$ cat config.mk
export PLATFORM = sky130hd
export DESIGN_NAME = apb_req_arbiter_flat
export DESIGN_NICKNAME = d
export VERILOG_FILES = /design/src/rtl/apb_req_arbiter_pkg.sv /design/src/rtl/apb_req_arbiter_if.sv /design/src/rtl/apb_req_arbiter_rr_picker.sv /design/src/rtl/apb_req_arbiter.sv /design/src/flat_wrapper.sv
export SDC_FILE = /design/constraint.sdc
export NUM_CORES = 1
export LEC_CHECK = 0
export CAP_MARGIN = 15
export CELL_PAD_IN_SITES_DETAIL_PLACEMENT = 1
export CELL_PAD_IN_SITES_GLOBAL_PLACEMENT = 1
export CORE_ASPECT_RATIO = 0.8
export CORE_MARGIN = 2
export CORE_UTILIZATION = 27
export CTS_CLUSTER_DIAMETER = 60
export DETAILED_ROUTE_END_ITERATION = 7
export PLACE_DENSITY_LB_ADDON = 0.1
export SYNTH_ARGS = -nofsm -noshare
export SYNTH_HDL_FRONTEND = slang
export SYNTH_SLANG_ARGS = --single-unit
export TNS_END_PERCENT = 10
$ cat constraint.sdc
create_clock -name clk -period 1.82 [get_ports clk]
set_input_delay 0.455 -clock clk [delete_from_list [all_inputs] [get_ports clk]]
set_output_delay 0.455 -clock clk [all_outputs]
set_load 0.02 [all_outputs]
$ cat src/rtl/apb_req_arbiter_pkg.sv
// Shared state type and default widths for the APB request arbiter.
package apb_arb_pkg;

    typedef enum logic [1:0] {
        IDLE  = 2'd0,
        ISSUE = 2'd1,
        WAIT  = 2'd2,
        DONE  = 2'd3
    } arb_state_t;

    localparam int DEF_ADDR_W = 8;
    localparam int DEF_DATA_W = 8;
    localparam int DEF_SEL_W  = 2;
    localparam int DEF_WAIT_W = 8;

endpackage

$ cat src/rtl/apb_req_arbiter_if.sv
// Command/response bus between the arbiter (master modport) and the APB master engine (slave modport).
interface apb_req_arbiter_if
    import apb_arb_pkg::*;
#(
    parameter int SEL_W  = DEF_SEL_W,
    parameter int ADDR_W = DEF_ADDR_W,
    parameter int DATA_W = DEF_DATA_W,
    parameter int WAIT_W = DEF_WAIT_W
);
    logic              start;
    logic              write;
    logic [SEL_W-1:0]  sel;
    logic [ADDR_W-1:0] addr;
    logic [DATA_W-1:0] wdata;
    logic [WAIT_W-1:0] wait_cycles;
    logic [DATA_W-1:0] rdata;
    logic              stable;

    modport master (
        output start, write, sel, addr, wdata, wait_cycles,
        input  rdata, stable
    );

    modport slave (
        input  start, write, sel, addr, wdata, wait_cycles,
        output rdata, stable
    );
endinterface

$ cat src/rtl/apb_req_arbiter_rr_picker.sv
// Combinational round-robin picker: first requester with req high, scanning from rr_ptr upward with wrap.
module rr_picker
    import apb_arb_pkg::*;
#(
    parameter int N_REQ = 2,
    parameter int PTR_W = $clog2(N_REQ)
) (
    input  logic [N_REQ-1:0] req,
    input  logic [PTR_W-1:0] rr_ptr,
    output logic [N_REQ-1:0] pick,
    output logic             valid
);
    logic [PTR_W-1:0] idx;

    always_comb begin
        pick  = '0;
        valid = 1'b0;
        idx   = '0;
        for (int i = 0; i < N_REQ; i++) begin
            idx = PTR_W'((int'(rr_ptr) + i) % N_REQ);
            if (!valid && req[idx]) begin
                pick[idx] = 1'b1;
                valid     = 1'b1;
            end
        end
    end
endmodule

$ cat src/rtl/apb_req_arbiter.sv
// Round-robin arbiter sharing one APB command port among N_REQ requesters, one transfer in flight.
// Define APB_ARB_TIMEOUT_EN to abort a transfer (err with done) after TIMEOUT cycles in WAIT.
module apb_req_arbiter
    import apb_arb_pkg::*;
#(
    parameter int N_REQ   = 2,
    parameter int ADDR_W  = DEF_ADDR_W,
    parameter int DATA_W  = DEF_DATA_W,
    parameter int SEL_W   = DEF_SEL_W,
    parameter int WAIT_W  = DEF_WAIT_W,
    parameter int TIMEOUT = 64
) (
    input  logic                      clk,
    input  logic                      reset,
    input  logic [N_REQ-1:0]          req,
    input  logic [N_REQ-1:0]          req_write,
    input  logic [N_REQ*SEL_W-1:0]    req_sel,
    input  logic [N_REQ*ADDR_W-1:0]   req_addr,
    input  logic [N_REQ*DATA_W-1:0]   req_wdata,
    input  logic [N_REQ*WAIT_W-1:0]   req_wait,
    output logic [N_REQ-1:0]          grant,
    output logic [N_REQ-1:0]          done,
    output logic [DATA_W-1:0]         rsp_rdata,
    output logic                      err,
    apb_req_arbiter_if.master         bus
);
    localparam int PTR_W = $clog2(N_REQ);

    if (N_REQ < 2 || N_REQ > 4 || TIMEOUT < 1) begin : g_bad_param
        $error("apb_req_arbiter: N_REQ must be 2..4 and TIMEOUT must be positive");
    end

    arb_state_t        state_q;
    logic [PTR_W-1:0]  rr_ptr_q;
    logic [PTR_W-1:0]  owner_q;
    logic [N_REQ-1:0]  grant_q;
    logic [N_REQ-1:0]  done_q;
    logic              start_q;
    logic              write_q;
    logic [SEL_W-1:0]  sel_q;
    logic [ADDR_W-1:0] addr_q;
    logic [DATA_W-1:0] wdata_q;
    logic [WAIT_W-1:0] wait_q;
    logic [DATA_W-1:0] rsp_rdata_q;

    logic [N_REQ-1:0]  pick;
    logic              pick_vld;
    logic [PTR_W-1:0]  pick_idx;

`ifdef APB_ARB_TIMEOUT_EN
    localparam int CNT_W = $clog2(TIMEOUT + 1);
    logic [CNT_W-1:0]  cnt_q;
    logic              err_q;
`endif

    rr_picker #(
        .N_REQ (N_REQ),
        .PTR_W (PTR_W)
    ) u_picker (
        .req    (req),
        .rr_ptr (rr_ptr_q),
        .pick   (pick),
        .valid  (pick_vld)
    );

    always_comb begin
        pick_idx = '0;
        for (int i = 0; i < N_REQ; i++) begin
            if (pick[i]) pick_idx = PTR_W'(i);
        end
    end

    always_ff @(posedge clk) begin
        if (!reset) begin
            state_q     <= IDLE;
            rr_ptr_q    <= '0;
            owner_q     <= '0;
            grant_q     <= '0;
            done_q      <= '0;
            start_q     <= 1'b0;
            write_q     <= 1'b0;
            sel_q       <= '0;
            addr_q      <= '0;
            wdata_q     <= '0;
            wait_q      <= '0;
            rsp_rdata_q <= '0;
`ifdef APB_ARB_TIMEOUT_EN
            cnt_q       <= '0;
            err_q       <= 1'b0;
`endif
        end else begin
            // start/done/err are single-cycle pulses unless a state below re-asserts them
            start_q <= 1'b0;
            done_q  <= '0;
`ifdef APB_ARB_TIMEOUT_EN
            err_q   <= 1'b0;
`endif
            case (state_q)
                IDLE: begin
                    if (pick_vld) begin
                        grant_q  <= pick;
                        owner_q  <= pick_idx;
                        write_q  <= req_write[pick_idx];
                        sel_q    <= req_sel[pick_idx*SEL_W +: SEL_W];
                        addr_q   <= req_addr[pick_idx*ADDR_W +: ADDR_W];
                        wdata_q  <= req_wdata[pick_idx*DATA_W +: DATA_W];
                        wait_q   <= req_wait[pick_idx*WAIT_W +: WAIT_W];
                        start_q  <= 1'b1;
                        state_q  <= ISSUE;
                    end
                end
                ISSUE: begin
`ifdef APB_ARB_TIMEOUT_EN
                    cnt_q   <= '0;
`endif
                    state_q <= WAIT;
                end
                WAIT: begin
                    if (bus.stable) begin
                        rsp_rdata_q <= bus.rdata;
                        done_q      <= grant_q;
                        state_q     <= DONE;
                    end
`ifdef APB_ARB_TIMEOUT_EN
                    // cnt_q counts completed WAIT cycles; this is the TIMEOUT-th one
                    else if (cnt_q == CNT_W'(TIMEOUT - 1)) begin
                        rsp_rdata_q <= '0;
                        done_q      <= grant_q;
                        err_q       <= 1'b1;
                        state_q     <= DONE;
                    end else begin
                        cnt_q <= cnt_q + 1'b1;
                    end
`endif
                end
                DONE: begin
                    grant_q  <= '0;
                    rr_ptr_q <= (owner_q == PTR_W'(N_REQ - 1)) ? '0 : owner_q + 1'b1;
                    state_q  <= IDLE;
                end
                default: state_q <= IDLE;
            endcase
        end
    end

    assign grant           = grant_q;
    assign done            = done_q;
    assign rsp_rdata       = rsp_rdata_q;
    assign bus.start       = start_q;
    assign bus.write       = write_q;
    assign bus.sel         = sel_q;
    assign bus.addr        = addr_q;
    assign bus.wdata       = wdata_q;
    assign bus.wait_cycles = wait_q;

`ifdef APB_ARB_TIMEOUT_EN
    assign err = err_q;
`else
    assign err = 1'b0;
`endif

endmodule

$ cat src/flat_wrapper.sv
// flat-port wrapper written by rule: the top's interface ports become plain ports
module apb_req_arbiter_flat import apb_arb_pkg::*;
#(
    parameter int N_REQ   = 2,
    parameter int ADDR_W  = DEF_ADDR_W,
    parameter int DATA_W  = DEF_DATA_W,
    parameter int SEL_W   = DEF_SEL_W,
    parameter int WAIT_W  = DEF_WAIT_W,
    parameter int TIMEOUT = 64
)
  (clk, reset, req, req_write, req_sel, req_addr, req_wdata, req_wait, grant, done, rsp_rdata, err, bus_start, bus_write, bus_sel, bus_addr, bus_wdata, bus_wait_cycles, bus_rdata, bus_stable);
  apb_req_arbiter_if #(.SEL_W(SEL_W), .ADDR_W(ADDR_W), .DATA_W(DATA_W), .WAIT_W(WAIT_W)) bus_i ();
  input  logic clk;
  input  logic reset;
  input  logic [N_REQ-1:0] req;
  input  logic [N_REQ-1:0] req_write;
  input  logic [N_REQ*SEL_W-1:0] req_sel;
  input  logic [N_REQ*ADDR_W-1:0] req_addr;
  input  logic [N_REQ*DATA_W-1:0] req_wdata;
  input  logic [N_REQ*WAIT_W-1:0] req_wait;
  output logic [N_REQ-1:0] grant;
  output logic [N_REQ-1:0] done;
  output logic [DATA_W-1:0] rsp_rdata;
  output logic err;
  output wire logic [$bits(bus_i.start)-1:0] bus_start;
  output wire logic [$bits(bus_i.write)-1:0] bus_write;
  output wire logic [$bits(bus_i.sel)-1:0] bus_sel;
  output wire logic [$bits(bus_i.addr)-1:0] bus_addr;
  output wire logic [$bits(bus_i.wdata)-1:0] bus_wdata;
  output wire logic [$bits(bus_i.wait_cycles)-1:0] bus_wait_cycles;
  input wire logic [$bits(bus_i.rdata)-1:0] bus_rdata;
  input wire logic [$bits(bus_i.stable)-1:0] bus_stable;
  assign bus_start = bus_i.start;
  assign bus_write = bus_i.write;
  assign bus_sel = bus_i.sel;
  assign bus_addr = bus_i.addr;
  assign bus_wdata = bus_i.wdata;
  assign bus_wait_cycles = bus_i.wait_cycles;
  assign bus_i.rdata = bus_rdata;
  assign bus_i.stable = bus_stable;
  apb_req_arbiter #(.N_REQ(N_REQ), .ADDR_W(ADDR_W), .DATA_W(DATA_W), .SEL_W(SEL_W), .WAIT_W(WAIT_W), .TIMEOUT(TIMEOUT)) u_core (.clk(clk), .reset(reset), .req(req), .req_write(req_write), .req_sel(req_sel), .req_addr(req_addr), .req_wdata(req_wdata), .req_wait(req_wait), .grant(grant), .done(done), .rsp_rdata(rsp_rdata), .err(err), .bus(bus_i));
endmodule
==> metrics.txt, run 1 <==
RSZ-0062 raised after global routing=no; Place WS=-0.107 ns; Rows=27; final setup vio count=0; drt first pass iters=4; leading area contributor after synthesis=dfxtp_1; fin util=between 40% and 50%; CTS Buffer Depth=2; Routed Wire Length=7.02 mm; status=completed; Skew-Pair Late Insertion Delay=around 0.30 ns; syn avg cell area=8.28 sq um; Combinational Power Share=49.5%; Max-slew headroom=65.0%; CP startpoint kind=flip-flop; core area=between 6000 and 7000 sq um; Port Buf Inserts=roughly 110; worst-path fanout max=3; reg-to-reg startpoint=u_core.state_q[0]$_SDFFE_PN0P_; Final nets=a little over 400; GP Congestion=0.728; largest family of logic cells by synthesized area=compound AO/OA/AOI/OAI gates; initial core utilization=28.3%; worst vdd ir=0.537 mV; diode count=0; clock network power share=16.6%; hpwl dp=5.08 mm; Fmax=between 500 and 600 MHz; gr ovfl total=0; Pleak=0.00119 uW; top post-synthesis cells by area=dfxtp_1 (45%), a31oi_1 (8.6%), o21ai_1 (7.4%), a21oi_1 (7.1%), o21ai_0 (6.9%); Vias per Instance=between 4 and 5; clk_skew=between 0.007 and 0.008 ns; Critical path buffers and inverters=1; hold path cells=2; sequential share of the synthesized area=44.7%; Worst Tran Pin Value=0.524 ns; Seq pwr share=about a third; DRC viols=0; Setup TNS=0 ns; Die ar.=8000 sq um; Switch Pwr=between 1500 and 2000 uW; reg-to-reg endpoint=u_core.state_q[0]$_SDFFE_PN0P_; post-synth design cell area=1970 sq um; Synth-to-Final Area Change=65.0%; initial antenna violation count=0; final critical-path share of the clock period=a little over nine tenths; Layout Cells excl Fill=431; num ports=between 100 and 150; reg2reg path depth=5; post-route cell area=about 3300 sq um; CP max stage cell=clkdlybuf4s50_1; Die H=80.4 um; YS warnings=0; CP Cell Sequence=clkdlybuf4s50_1; slowest cell delay on critical path=about 0.62 ns; Synth Register Bits=44; post-synthesis mux area share=1.02%; dpl cell area=about 3100 sq um; first-pass GRT wire length=11.3 mm; pin count of the biggest net entering global routing=46; reg2reg setup slack=about 0.29 ns; CTS H-tree depth=2; post-CTS setup buffer count=0; Detail Route Antenna Nets=0; post-synth top area share=roughly 45%; setup ws final=0.0773 ns; share of cells above drive strength 1=slightly above 8%; CTS tree=built; final hold vios=0; fin crit period=1.74 ns; Hold EP=u_core.rsp_rdata[0]$_SDFFE_PN0P_; Sink Count=44; Max Cap Viol=0; compound-gate portion of the synthesized area=36.3%; total number of vias=about 2,100; ys async rst share=0%; P_int=2500 uW; Hold-fix buffers, CTS=0; crit path kind=reg -> out; most numerous cell in the Yosys netlist=dfxtp_1; placed cell count=roughly 420; number of synthesized flops with an enable pin=0; GRT Resource Usage Total=17.9%; Critical Path AT=roughly 1.3 ns; vias in the first global route=about 2,200; min-delay src=u_core.rsp_rdata[0]$_SDFFE_PN0P_; Mapped Nets=309; CTS Buf Count=5; post-DR wirelength/cell=about 16 um; adder-cell share of the synthesized area=under 10%; Yosys cell types=30; starting DRC count in detailed routing=87; Post-CTS Resized=0; Simple-Gate Fraction of Synth Area=~7.8%; post-synthesis cell count=238; pwr/cell area=~1300 nW/um^2; Hold Path Class=reg -> reg; Pins Over Slew Limit=0; Sw Share=38.5%; Synth Area in XOR/XNOR=0%; die width=99.5 um; Synth top cells by count=dfxtp_1 (44), o21ai_1 (29), a21oi_1 (28), a31oi_1 (27), o21ai_0 (27); CP endpoint kind=primary output; kind of cell adding the most delay to the critical path=buffers and inverters; Critical Path RT=about 1.4 ns; ys flop type=dfxtp_1; CTS root buf=clkbuf_8; Worst-path clk slew=about 0.090 ns
## layout by cell type, fill, tap and decap left out, types with 7 or more instances in the layout
cell type | synthesis | final
clkdlybuf4s50_1 | 0 | 106
dfxtp_1 | 44 | 44
o21ai_1 | 29 | 29
a21oi_1 | 28 | 28
a31oi_1 | 27 | 27
o21ai_0 | 27 | 27
nand2_1 | 20 | 20
buf_4 | 2 | 15
a21boi_0 | 8 | 8
clkbuf_8 | 0 | 7
## power groups by stage
stage | registers, uW | logic [uW] | clock network, uW
4_1_cts | 1380 | 2030 | 699
2_1_floorplan | 1670 | 828 | 0
5_1_grt | 1420 | 2200 | 737
3_3_place_gp | 1400 | 1970 | 0
6_report | 1380 | 2020 | 678
3_5_place_dp | 1400 | 2020 | 0
## flip-flops by register name (all words and copies together) (netlist names)
register                count
u_core.bus.wait_cycles      8
u_core.bus.wdata            8
u_core.owner_q              1
u_core.done                 2
u_core.bus.write            1
u_core.rsp_rdata            8
u_core.state_q              2
u_core.bus.start            1
u_core.grant                2
u_core.bus.sel              2
u_core.bus.addr             8
u_core.rr_ptr_q             1
## metrics by stage
| step | hold WS [ns] | total power [uW] |
|---|---|---|
| 6_report | 0.464 | 4070 |
| 5_1_grt | 0.491 | 4360 |
| 4_1_cts | 0.469 | 4110 |
| 3_5_place_dp | 0.460 | 3420 |
| 3_3_place_gp | 0.450 | 3360 |
| 2_1_floorplan | 0.468 | 2500 |
## worst max path at each step
stage	startpoint	end	slack, ns	cells past startpoint
floorplan	req[1]	u_core.bus.sel[1]$_SDFFE_PN0P_	0.53	5
finish	u_core.grant[1]$_SDFFE_PN0P_	grant[1]	0.08	1
global placement	req[1]	u_core.bus.addr[7]$_SDFFE_PN0P_	-0.09	5
global route	u_core.grant[1]$_SDFFE_PN0P_	grant[1]	0.02	1
CTS	u_core.grant[1]$_SDFFE_PN0P_	grant[1]	0.07	1
detailed placement	req[1]	u_core.bus.write$_SDFFE_PN0P_	-0.11	5
## cell type report
class / count / area [sq um]
clock buffers: 7 / 96.3
fillers: 824 / 3710
inverters: 5 / 18.8
multi-input cells: 166 / 952
flip-flops and latches: 44 / 881
well taps: 87 / 109
repair buffers: 122 / 1190
## cells by family after synthesis
group / Yosys count
flops: 44
other cells: 1
simple gates: 33
buf+inv: 28
compound gates: 126
mux: 2
fa+ha+maj: 4
## layer usage
layer	part of all wire, %	up-vias	GRT usage (%)
li1	-	1064	-
met1	49	1011	25.0
met2	44	65	27.9
met3	5.8	5	4.09
met4	0.90	0	4.52
met5	0	-	0
Power figures use the tool's default switching activity.
==> run 2, diff against run 1 <==
--- a/config.mk
+++ b/config.mk
@@ -9,9 +9,8 @@
 export CELL_PAD_IN_SITES_DETAIL_PLACEMENT = 1
 export CELL_PAD_IN_SITES_GLOBAL_PLACEMENT = 1
 export CORE_ASPECT_RATIO = 0.8
-export CORE_MARGIN = 2
 export CORE_UTILIZATION = 27
-export CTS_CLUSTER_DIAMETER = 60
+export CTS_CLUSTER_DIAMETER = 100
 export DETAILED_ROUTE_END_ITERATION = 7
 export PLACE_DENSITY_LB_ADDON = 0.1
 export SYNTH_ARGS = -nofsm -noshare
==> constraint.sdc (replaced) <==
create_clock -name clk -period 1.82 [get_ports clk]
set_input_delay 0.364 -clock clk [delete_from_list [all_inputs] [get_ports clk]]
set_output_delay 0.364 -clock clk [all_outputs]
set_load 0.02 [all_outputs]
==> run 2 against run 1 <==
- wire length shrank 0.44%
- sequential share of layout area is 0.33 points higher
- sequential cell count unchanged
- largest power group unchanged
- hold slack improved by 0.0025 ns
- largest cell class unchanged
- die area decreased by 4.4%
- non-clock buffer count is 4 lower
- cell count shrank 0.70%
- clock power fell by 3%
- first-iteration DRC count down 39%
- critical path depth grew 4
==> metrics.txt, run 2 (synthesis gave the netlist of run 1 again) <==
status=completed (unchanged); Sink Count=44 (unchanged); Filler cells=852 (was 824); CTS Buf Count=5 (unchanged); fin util=46.2% (was 46.7%); pwr/cell area=1260 nW/um^2 (was 1250 nW/um^2); Fmax=592 MHz (was 574 MHz); crit path kind=reg -> reg (was reg -> out); final critical-path share of the clock period=92.8% (was 95.8%); CTS Buffer Depth=2 (unchanged); reg2reg setup slack=0.13 ns (was 0.29 ns); diode count=0 (unchanged); RSZ-0062 raised after global routing=no (unchanged); most frequent cells in the layout=clkdlybuf4s50_1 (106), dfxtp_1 (44), o21ai_1 (29) (unchanged); Max Cap Viol=0 (unchanged); drt first pass iters=4 (unchanged); final hold vios=0 (unchanged); Routed Wire Length=6.99 mm (was 7.02 mm); CTS root buf=clkbuf_8 (unchanged); pin count of the biggest net entering global routing=46 (unchanged); Hold-fix buffers, CTS=0 (unchanged); Critical Path RT=2.05 ns (was 1.36 ns); CP endpoint kind=flip-flop (was primary output); post-DR wirelength/cell=16.3 um (about the same); Layout Cells excl Fill=428 (was 431); worst vdd ir=0.489 mV (was 0.537 mV); Critical Path AT=1.92 ns (was 1.29 ns); share of cells above drive strength 1=7.04% (was 8.14%); Final nets=411 (was 415); vias in the first global route=2,223 (was 2,215); CTS H-tree depth=2 (unchanged); Skew-Pair Late Insertion Delay=0.30 ns (about the same); Tot Pwr=4030 uW (was 4070 uW); Post-CTS Resized=0 (unchanged); DRC viols=0 (unchanged); worst setup path end=u_core.bus.wdata[3]$_SDFFE_PN0P_ (was grant[1]); Place WS=-0.0690 ns (was -0.107 ns); GP Congestion=0.737 (was 0.728); Worst-path clk slew=0.09 ns (about the same); reg2reg path depth=5 (unchanged); CTS tree=built (unchanged); gr ovfl total=0 (unchanged); setup ws final=0.130 ns (was 0.0773 ns); hpwl dp=4.97 mm (was 5.08 mm); Setup crit start=u_core.state_q[0]$_SDFFE_PN0P_ (was u_core.grant[1]$_SDFFE_PN0P_); total number of vias=2,165 (was 2,145); Detail Route Antenna Nets=0 (unchanged); reg-to-reg endpoint=u_core.bus.wdata[3]$_SDFFE_PN0P_ (was u_core.state_q[0]$_SDFFE_PN0P_); Pleak=0.00116 uW (was 0.00119 uW); final setup vio count=0 (unchanged); clk_skew=0.0107 ns (was 0.00772 ns); Port Buf Inserts=106 (unchanged); die width=97.5 um (was 99.5 um); Max-slew headroom=65.0% (about the same); Synth-to-Final Area Change=63.0% (was 65.0%); fin crit period=1.69 ns (was 1.74 ns); Die H=78.4 um (was 80.4 um); Setup TNS=0 ns (unchanged); Worst Tran Pin Value=0.525 ns (was 0.524 ns); post-CTS setup buffer count=0 (unchanged); worst-path fanout max=28 (was 3); placed cell count=420 (was 424); most common cell after layout, fill and taps aside=clkdlybuf4s50_1 (unchanged); CP startpoint kind=flip-flop (unchanged); Die ar.=7650 sq um (was 8000 sq um); initial antenna violation count=0 (unchanged); initial core utilization=28.3% (unchanged); Rows=27 (unchanged); reg-to-reg startpoint=u_core.state_q[0]$_SDFFE_PN0P_ (unchanged); GRT Resource Usage Total=18.2% (was 17.9%); starting DRC count in detailed routing=53 (was 87); num ports=108 (unchanged); Pins Over Slew Limit=0 (unchanged); Vias per Instance=5.06 (was 4.98); first-pass GRT wire length=11.1 mm (was 11.3 mm); core area=6960 sq um (unchanged); Hold Path Class=reg -> reg (unchanged)
==> run 2: cell count changes in the layout (fill, tap and decap cells not counted) <==
cell,before,now
buf_4,15,11
clkinvlp_4,0,1
o21a_2,0,1
clkbuf_8,7,6
clkbuf_1,0,1
o21a_4,1,0
==> run 2: worst min-delay path by stage <==
| stage | start | end | slack [ns] | cells past startpoint |
|---|---|---|---|---|
| 6_report | u_core.rsp_rdata[1]$_SDFFE_PN0P_ | u_core.rsp_rdata[1]$_SDFFE_PN0P_ | 0.47 | 2 |
| 5_1_grt | u_core.rsp_rdata[1]$_SDFFE_PN0P_ | u_core.rsp_rdata[1]$_SDFFE_PN0P_ | 0.49 | 2 |
| 4_1_cts | u_core.grant[0]$_SDFFE_PN0P_ | u_core.done[0]$_SDFF_PN0_ | 0.47 | 2 |
| 3_5_place_dp | u_core.rsp_rdata[2]$_SDFFE_PN0P_ | u_core.rsp_rdata[2]$_SDFFE_PN0P_ | 0.46 | 2 |
| 3_3_place_gp | u_core.grant[0]$_SDFFE_PN0P_ | u_core.done[0]$_SDFF_PN0_ | 0.45 | 2 |
| 2_1_floorplan | u_core.state_q[1]$_SDFFE_PN0P_ | u_core.state_q[1]$_SDFFE_PN0P_ | 0.47 | 2 |
==> run 2: stage by stage <==
step | hold slack [ns] | instance area, sq um
after floorplan | 0.468 | 1970
after global placement | 0.452 | 3120
after detailed placement | 0.458 | 3120
after CTS | 0.470 | 3210
after global routing | 0.491 | 3210
final | 0.467 | 3210
==> run 2: critical path, stage by stage, from the launching register on <==
cell and delay, ns:
dfxtp_1 0.33, inv_1 0.10, ha_1 0.32, o21a_2 0.51, o21ai_0 0.18, a21oi_1 0.17
==> run 2: final cells by class <==
class | count | area, sq um | area share [%]
flip-flops and latches | 44 | 881 | 27.4
inverters | 5 | 18.8 | 0.584
well taps | 87 | 109 | 3.39
repair buffers | 118 | 1160 | 36.2
clock inverters | 1 | 7.51 | 0.234
clock buffers | 7 | 86.3 | 2.69
multi-input cells | 166 | 946 | 29.5
==> run 2: power breakdown <==
part	total, uW	leakage, uW	switching (uW)	internal (uW)
logic	1990	0.000752	1080	913
clock network	660	0.0000445	350	309
registers	1380	0.000363	145	1230
total	4030	0.00116	1570	2460
==> run 2: layer usage <==
metal | wire, um | GRT usage, % | share of wire, % | up-vias
met5 | 0 | 0 | 0 | -
met2 | 3180 | 29.7 | 46 | 70
met3 | 454 | 5.08 | 6.5 | 7
met4 | 69 | 5.29 | 0.99 | 0
li1 | - | - | - | 1060
met1 | 3280 | 23.6 | 47 | 1028
==> run 3, diff against run 2 <==
--- a/config.mk
+++ b/config.mk
@@ -11,6 +11,7 @@
 export CORE_ASPECT_RATIO = 0.8
 export CORE_UTILIZATION = 27
 export CTS_CLUSTER_DIAMETER = 100
+export CTS_CLUSTER_SIZE = 10
 export DETAILED_ROUTE_END_ITERATION = 7
 export PLACE_DENSITY_LB_ADDON = 0.1
 export SYNTH_ARGS = -nofsm -noshare
==> results of run 3 <==
The final DEF is identical to that of run 2; final timing and power are the same.
